**config.mk**
```make
export PLATFORM = sky130hd
export DESIGN_NAME = gr_cntr_flat
export DESIGN_NICKNAME = d
export VERILOG_FILES = /design/src/rtl/gr_cntr_if.sv /design/src/rtl/gr_cntr.sv /design/src/flat_wrapper.sv
export SDC_FILE = /design/constraint.sdc
export NUM_CORES = 1
export LEC_CHECK = 0
export ABC_CLOCK_PERIOD_IN_PS = 2100
export CAP_MARGIN = 20
export CORE_AREA = 10 10 47 49
export DETAILED_ROUTE_END_ITERATION = 16
export DIE_AREA = 0 0 57 59
export PLACE_DENSITY = 0.42
export SYNTH_ARGS = -nofsm -noshare
export SYNTH_HDL_FRONTEND = slang
export SYNTH_SLANG_ARGS = --single-unit
```
**constraint.sdc**
```tcl
create_clock -name clk -period 2.1 [get_ports clk]
set_clock_uncertainty 0.05 [all_clocks]
set_input_delay 0.42 -clock clk [delete_from_list [all_inputs] [get_ports clk]]
set_output_delay 0.42 -clock clk [all_outputs]
set_load 0.05 [all_outputs]
```
**src/rtl/gr_cntr_if.sv**
```systemverilog
// gr_cntr_if: carries the Gray-coded count from gr_cntr to its consumers.
//   WIDTH - count width in bits
//   gr    - Gray-coded count (driven by master, observed by slave)
interface gr_cntr_if #(
    parameter int unsigned WIDTH = 4
);
    logic [WIDTH-1:0] gr;

    modport master (output gr);
    modport slave  (input  gr);
endinterface

```
**src/rtl/gr_cntr.sv**
```systemverilog
// gr_cntr: free-running up-counter with a registered Gray-coded output.
// Exactly one output bit changes per clock, including across wrap-around,
// so the count is safe to synchronise into another clock domain.
//
// Ports:
//   clk   - rising-edge clock, single domain
//   rst   - synchronous active-high reset
//   gr_if - master modport; gr_if.gr is the Gray count, straight from a flop
module gr_cntr #(
    parameter int unsigned WIDTH = 4
) (
    input  logic      clk,
    input  logic      rst,
    gr_cntr_if.master gr_if
);

    // Both flops power up at zero so the output is defined before any reset.
    logic [WIDTH-1:0] bin_q = '0;
    logic [WIDTH-1:0] gr_q  = '0;
    logic [WIDTH-1:0] bin_d;
    logic [WIDTH-1:0] gr_d;

    always_comb begin
        bin_d = bin_q + 1'b1;
        // Gray is derived from the next binary value so it updates on the
        // same edge as the binary count, with no extra pipeline stage.
        gr_d  = bin_d ^ (bin_d >> 1);
    end

    always_ff @(posedge clk) begin
        if (rst) begin
            bin_q <= '0;
            gr_q  <= '0;
        end else begin
            bin_q <= bin_d;
            gr_q  <= gr_d;
        end
    end

    assign gr_if.gr = gr_q;

endmodule

```
**src/flat_wrapper.sv**
```systemverilog
// flat-port wrapper written by rule: the top's interface ports become plain ports
module gr_cntr_flat 
#(
    parameter int unsigned WIDTH = 4
)
  (clk, rst, gr_if_gr);
  gr_cntr_if #(.WIDTH(WIDTH)) gr_if_i ();
  input  logic clk;
  input  logic rst;
  output wire logic [$bits(gr_if_i.gr)-1:0] gr_if_gr;
  assign gr_if_gr = gr_if_i.gr;
  gr_cntr #(.WIDTH(WIDTH)) u_core (.clk(clk), .rst(rst), .gr_if(gr_if_i));
endmodule
```
## Word-level counts from Yosys, hierarchy flattened

Cells that the tools add are included.

| word-level totals | value |
|---|---|
| memories | 0 |
| bits in registers | 8 |
| input bits | 2 |
| memory bits (read-only) | 0 |
| memory bits (writable) | 0 |
| output and inout bits | 4 |
| logic and storage cells | 4 |
| bits in latches | 0 |

| operators by class | value |
|---|---|
| $add $sub $neg | 1 |
| multiplexer cells | 0 |
| multipliers | 0 |
| divide/modulo/power cells | 0 |
| $lt $le $gt $ge | 0 |
| reduce and logical (&&, ||, !) cells | 0 |
| shifts and indexed selects | 0 |
| bitwise gates (word level) | 1 |
| equal/unequal tests | 0 |

Operator list:

| kind | number |
|---|---|
| 4-bit by 1-bit adder with 4-bit output, second input constant | 1 |
| 4-bit by 3-bit bitwise XOR with 4-bit output | 1 |

## Logic depth before layout (Yosys ltp)

Gate-level depths: netlist of run 1.

| logic depth | value |
|---|---|
| word-level depth | 2 |
| mapped depth | 4 |
| depth with buffers taken out | 4 |

## Worst setup path before layout of run 1

Ideal clock, no wire load.

| path | value |
|---|---|
| path type | register to register |
| start | register u_core.bin_q[0] |
| end | register u_core.gr_q[1] (netlist: u_core.gr_if.gr[1]) |
| buffers on the path | 0 |
| library setup time | 0.115 ns |
| arrival time | 0.945 ns |
| data required time | 1.935 ns |
| cell stages (with the launch flop) | 5 |
| path slack | 0.990 ns |
| period minus slack after synthesis | 1.110 ns |
| cells stage by stage | dfxtp_1 ha_1 xor2_1 xnor2_1 nor2_1 |

| on the way | value |
|---|---|
| word-level cells in the longest chain between the ends | 2 |

RTL lines:

| what | line | source |
|---|---|---|
| from (decl) | gr_cntr.sv:18 | `logic [WIDTH-1:0] bin_q = '0;` |
| from (signal assigned) | gr_cntr.sv:35 | `bin_q <= bin_d;` |
| 4-bit by 1-bit adder with 4-bit output | gr_cntr.sv:24 | `bin_d = bin_q + 1'b1;` |
| 4-bit by 3-bit bitwise XOR with 4-bit output | gr_cntr.sv:27 | `gr_d = bin_d ^ (bin_d >> 1);` |
| to (signal assigned) | gr_cntr.sv:36 | `gr_q <= gr_d;` |
| to (decl) | gr_cntr.sv:19 | `logic [WIDTH-1:0] gr_q = '0;` |

No other way between the ends.
A chain may end at the register's enable or synchronous reset.

## Worst setup path after layout of run 1

| path | value |
|---|---|
| start | register u_core.gr_q[3] (netlist: u_core.gr_if.gr[3]) |
| end | output port gr_if_gr[3] |

RTL lines:

| what | line | source |
|---|---|---|
| to (decl) | flat_wrapper.sv:10 | `output wire logic [$bits(gr_if_i.gr)-1:0] gr_if_gr;` |

No word-level cell between the ends.

==> qor.yml, run 1 <==
worst_hold_path:
  hold_depth: 1
  min_path_type: "reg -> reg"
clocking:
  clockRootBuffer: "clkbuf_4"
  clkLatencyLatePin_ns: 0.26
  cts_buffer_depth: 2
  cts_tree: "yes"
  hold_buffers: 0
  path_clk_slew_ns: 0.06
  cts_setup_buffers: 0
  cts_buffers: 3
  cts_resized: 0
  htreeDepth: 1
  clkSinkCount: 7
yosys:
  synth.top_cell.area_share: 0.5463
  synth.avg_cell_area_um2: 10.26
  synth.yosys.seq_area_share: 0.5463
  synthCells: 25
  synth.mux.area_fraction: 0
  ys_top_cells_by_area: "dfxtp_1 (55%), xor2_1 (14%), nor2_1 (5.9%), ha_1 (4.9%), nor2b_1 (4.9%)"
  yosysWarnings: 0
  synthAdderAreaFrac: 0.04878
  synth_compound_area_frac: 0.01951
  synthesis.nets: 28
  synthesis.area_um2: 256.5
  synth_cell_type_count: 12
  ys_ff_latch: 7
  synth_top_area_cell: "dfxtp_1"
  synth_top_family_by_area: "simple AND/OR/NAND/NOR gates"
  synthSimpleGateAreaFrac: 0.1854
  synth_xor_area_frac: 0.1707
route:
  avgRoutedWirePerCell_um: 9.408
  drcViolationCount: 0
  ant_nets: 0
  vias: 189
  drt-initial-drc-count: 1
  via_per_inst: 3.857
  first_pass_iters: 3
  drt-total-wl_um: 461
global_routing:
  met1_usage: 0.02854
  grt_pass1_vias: 177
  grt_use_met2: 0.03876
  grtUsageTotal: 0.03588
  grt.met3_usage: 0.02790
  grt.busiest_layer: "met4"
  gr-total-overflow: 0
  grt_pass1_wl_um: 772
  antenna_found_initial: 0
  grt_max_degree: 8
critical_path:
  crit_family: "buffers and inverters"
  slowest_stage: "clkdlybuf4s50_1"
  cp_slowest_stage_delay_ns: 0.82
  worst_setup_path_start_kind: "flip-flop"
  reg2reg_slack_ns: 0.89
  r2r_cells: 4
  end_kind: "output port"
  cp.depth: 1
  crit_type: "reg -> out"
  path_max_fanout: 3
  worst-endpoint-required_ns: 1.63
  worstPathArrival_ns: 1.46
  crit_buf_inv: 1
  crit_chain: "clkdlybuf4s50_1"
timing:
  min_period_ns: 1.930
  rsz0062_at_grt: "no"
  slew_violations: 0
  fmax_mhz: 518.2
  slew_headroom: 0.6667
  setup_viol: 0
  fin_crit_sh: 0.9190
  hold_viol_final: 0
  worst_slack_ns: 0.1701
  setup_tns_ns: 0
  hold-worst-slack_ns: 0.4374
  worst_slew_pin_slew_ns: 0.4984
job:
  drv_cap: 0
place:
  dpl.cell_count: 45
  port_buffers: 5
  gp_congestion: 0.6069
  place_ws_ns: 0.4371
  detailed_place_hpwl_um: 321.9
finish:
  antenna_cells: 0
  drive_gt1_frac: 0.09091
  nets: 37
  syn_to_final_growth_pct: 34.63
  stdcell_count: 49
  fillers: 171
floorplanning:
  core_um2: 1401
  die_area_um2: 3363
  rows: 14
  die_w_um: 57
  ioPinCount: 6
  initial_core_util: 0.1830
  die_height_um: 59
power_and_ir_drop:
  irDropWorstVdd_mv: 0.3159
  leakagePower_nw: 0.1490
  power.total_uw: 348.8
  p_per_area_nw_per_um2: 1010
outcome:
  status: "finished clean"
==> per-layer routing <==
metal / vias to the layer above / share of wire
met5: - / 0
met4: 0 / 0.093
met3: 4 / 0.080
met2: 6 / 0.41
met1: 84 / 0.41
li1: 95 / -
==> cell usage after synthesis <==
| master | count |
|---|---|
| nor2_1 | 4 |
| dfxtp_1 | 7 |
| nand3_1 | 1 |
| buf_4 | 1 |
| nor3_1 | 1 |
| nand2_1 | 1 |
| xnor2_1 | 1 |
| nor2b_1 | 2 |
| xor2_1 | 4 |
| a21oi_1 | 1 |
| ha_1 | 1 |
| and3_1 | 1 |
==> kinds of logic (layout without fill, tap and decap cells) <==
group / Yosys count / count (layout)
XOR/XNOR: 5 / 5
buffers and inverters: 1 / 9
AND/OR/NAND/NOR: 10 / 10
AO/OA/AOI/OAI: 1 / 1
adder cells (fa/ha/maj): 1 / 1
flip-flops: 7 / 7
==> worst register-to-register path, cell delays in order, from the launching register on <==
cell and delay, ns:
dfxtp_1 0.41, ha_1 0.23, xor2_1 0.21, xnor2_1 0.14
nor2_1 0.05
==> sequential cells by signal, summed over array words and instances, names as in the netlist <==
| name | count |
|---|---|
| u_core.gr_if.gr | 4 |
| u_core.bin_q | 3 |
==> worst paths after layout <==
check / from / to
min reg2reg: u_core.bin_q[0] / u_core.bin_q[0]
min: u_core.bin_q[0] / u_core.bin_q[0]
max reg2reg: u_core.bin_q[0] / u_core.gr_if.gr[1]
max: u_core.gr_if.gr[3] / gr_if_gr[3]
==> area by class of cell <==
class,count,area (um2),share of cell area
clock buffer,4,26.28,0.07609
multi-input combinational,17,108.9,0.3152
sequential,7,140.1,0.4058
tap,16,20.02,0.05797
timing repair buffer,5,50.05,0.1449
==> power breakdown <==
part	leakage, nW	total [mW]	internal (mW)	switching (mW)
Combinational	0.0764	0.0697	0.0271	0.0426
Sequential	0.0577	0.152	0.145	0.00644
Clock	0.0150	0.127	0.0728	0.0545
Total	0.149	0.349	0.245	0.104
==> through the flow <==
stage | util | area, um2
2_1_floorplan | - | 256.5
3_3_place_gp | 0.2277 | 319.1
3_5_place_dp | 0.2277 | 319.1
4_1_cts | 0.2464 | 345.3
5_1_grt | 0.2464 | 345.3
6_report | 0.2464 | 345.3
==> layout by cell type, fill, tap and decap left out <==
cell type,instances
dfxtp_1,7
clkdlybuf4s50_1,5
xor2_1,4
nor2_1,4
clkbuf_4,3
nor2b_1,2
nand2_1,1
a21oi_1,1
and3_1,1
nor3_1,1
xnor2_1,1
nand3_1,1
ha_1,1
clkbuf_1,1
Power figures use the tool's default switching activity.
==> run 2, diff against run 1 <==
--- a/config.mk
+++ b/config.mk
@@ -11,6 +11,7 @@
 export DETAILED_ROUTE_END_ITERATION = 16
 export DIE_AREA = 0 0 57 59
 export PLACE_DENSITY = 0.42
+export SLEW_MARGIN = 20
 export SYNTH_ARGS = -nofsm -noshare
 export SYNTH_HDL_FRONTEND = slang
 export SYNTH_SLANG_ARGS = --single-unit
==> results of run 2 <==
Final layout, timing and power as in run 1 (identical DEF).
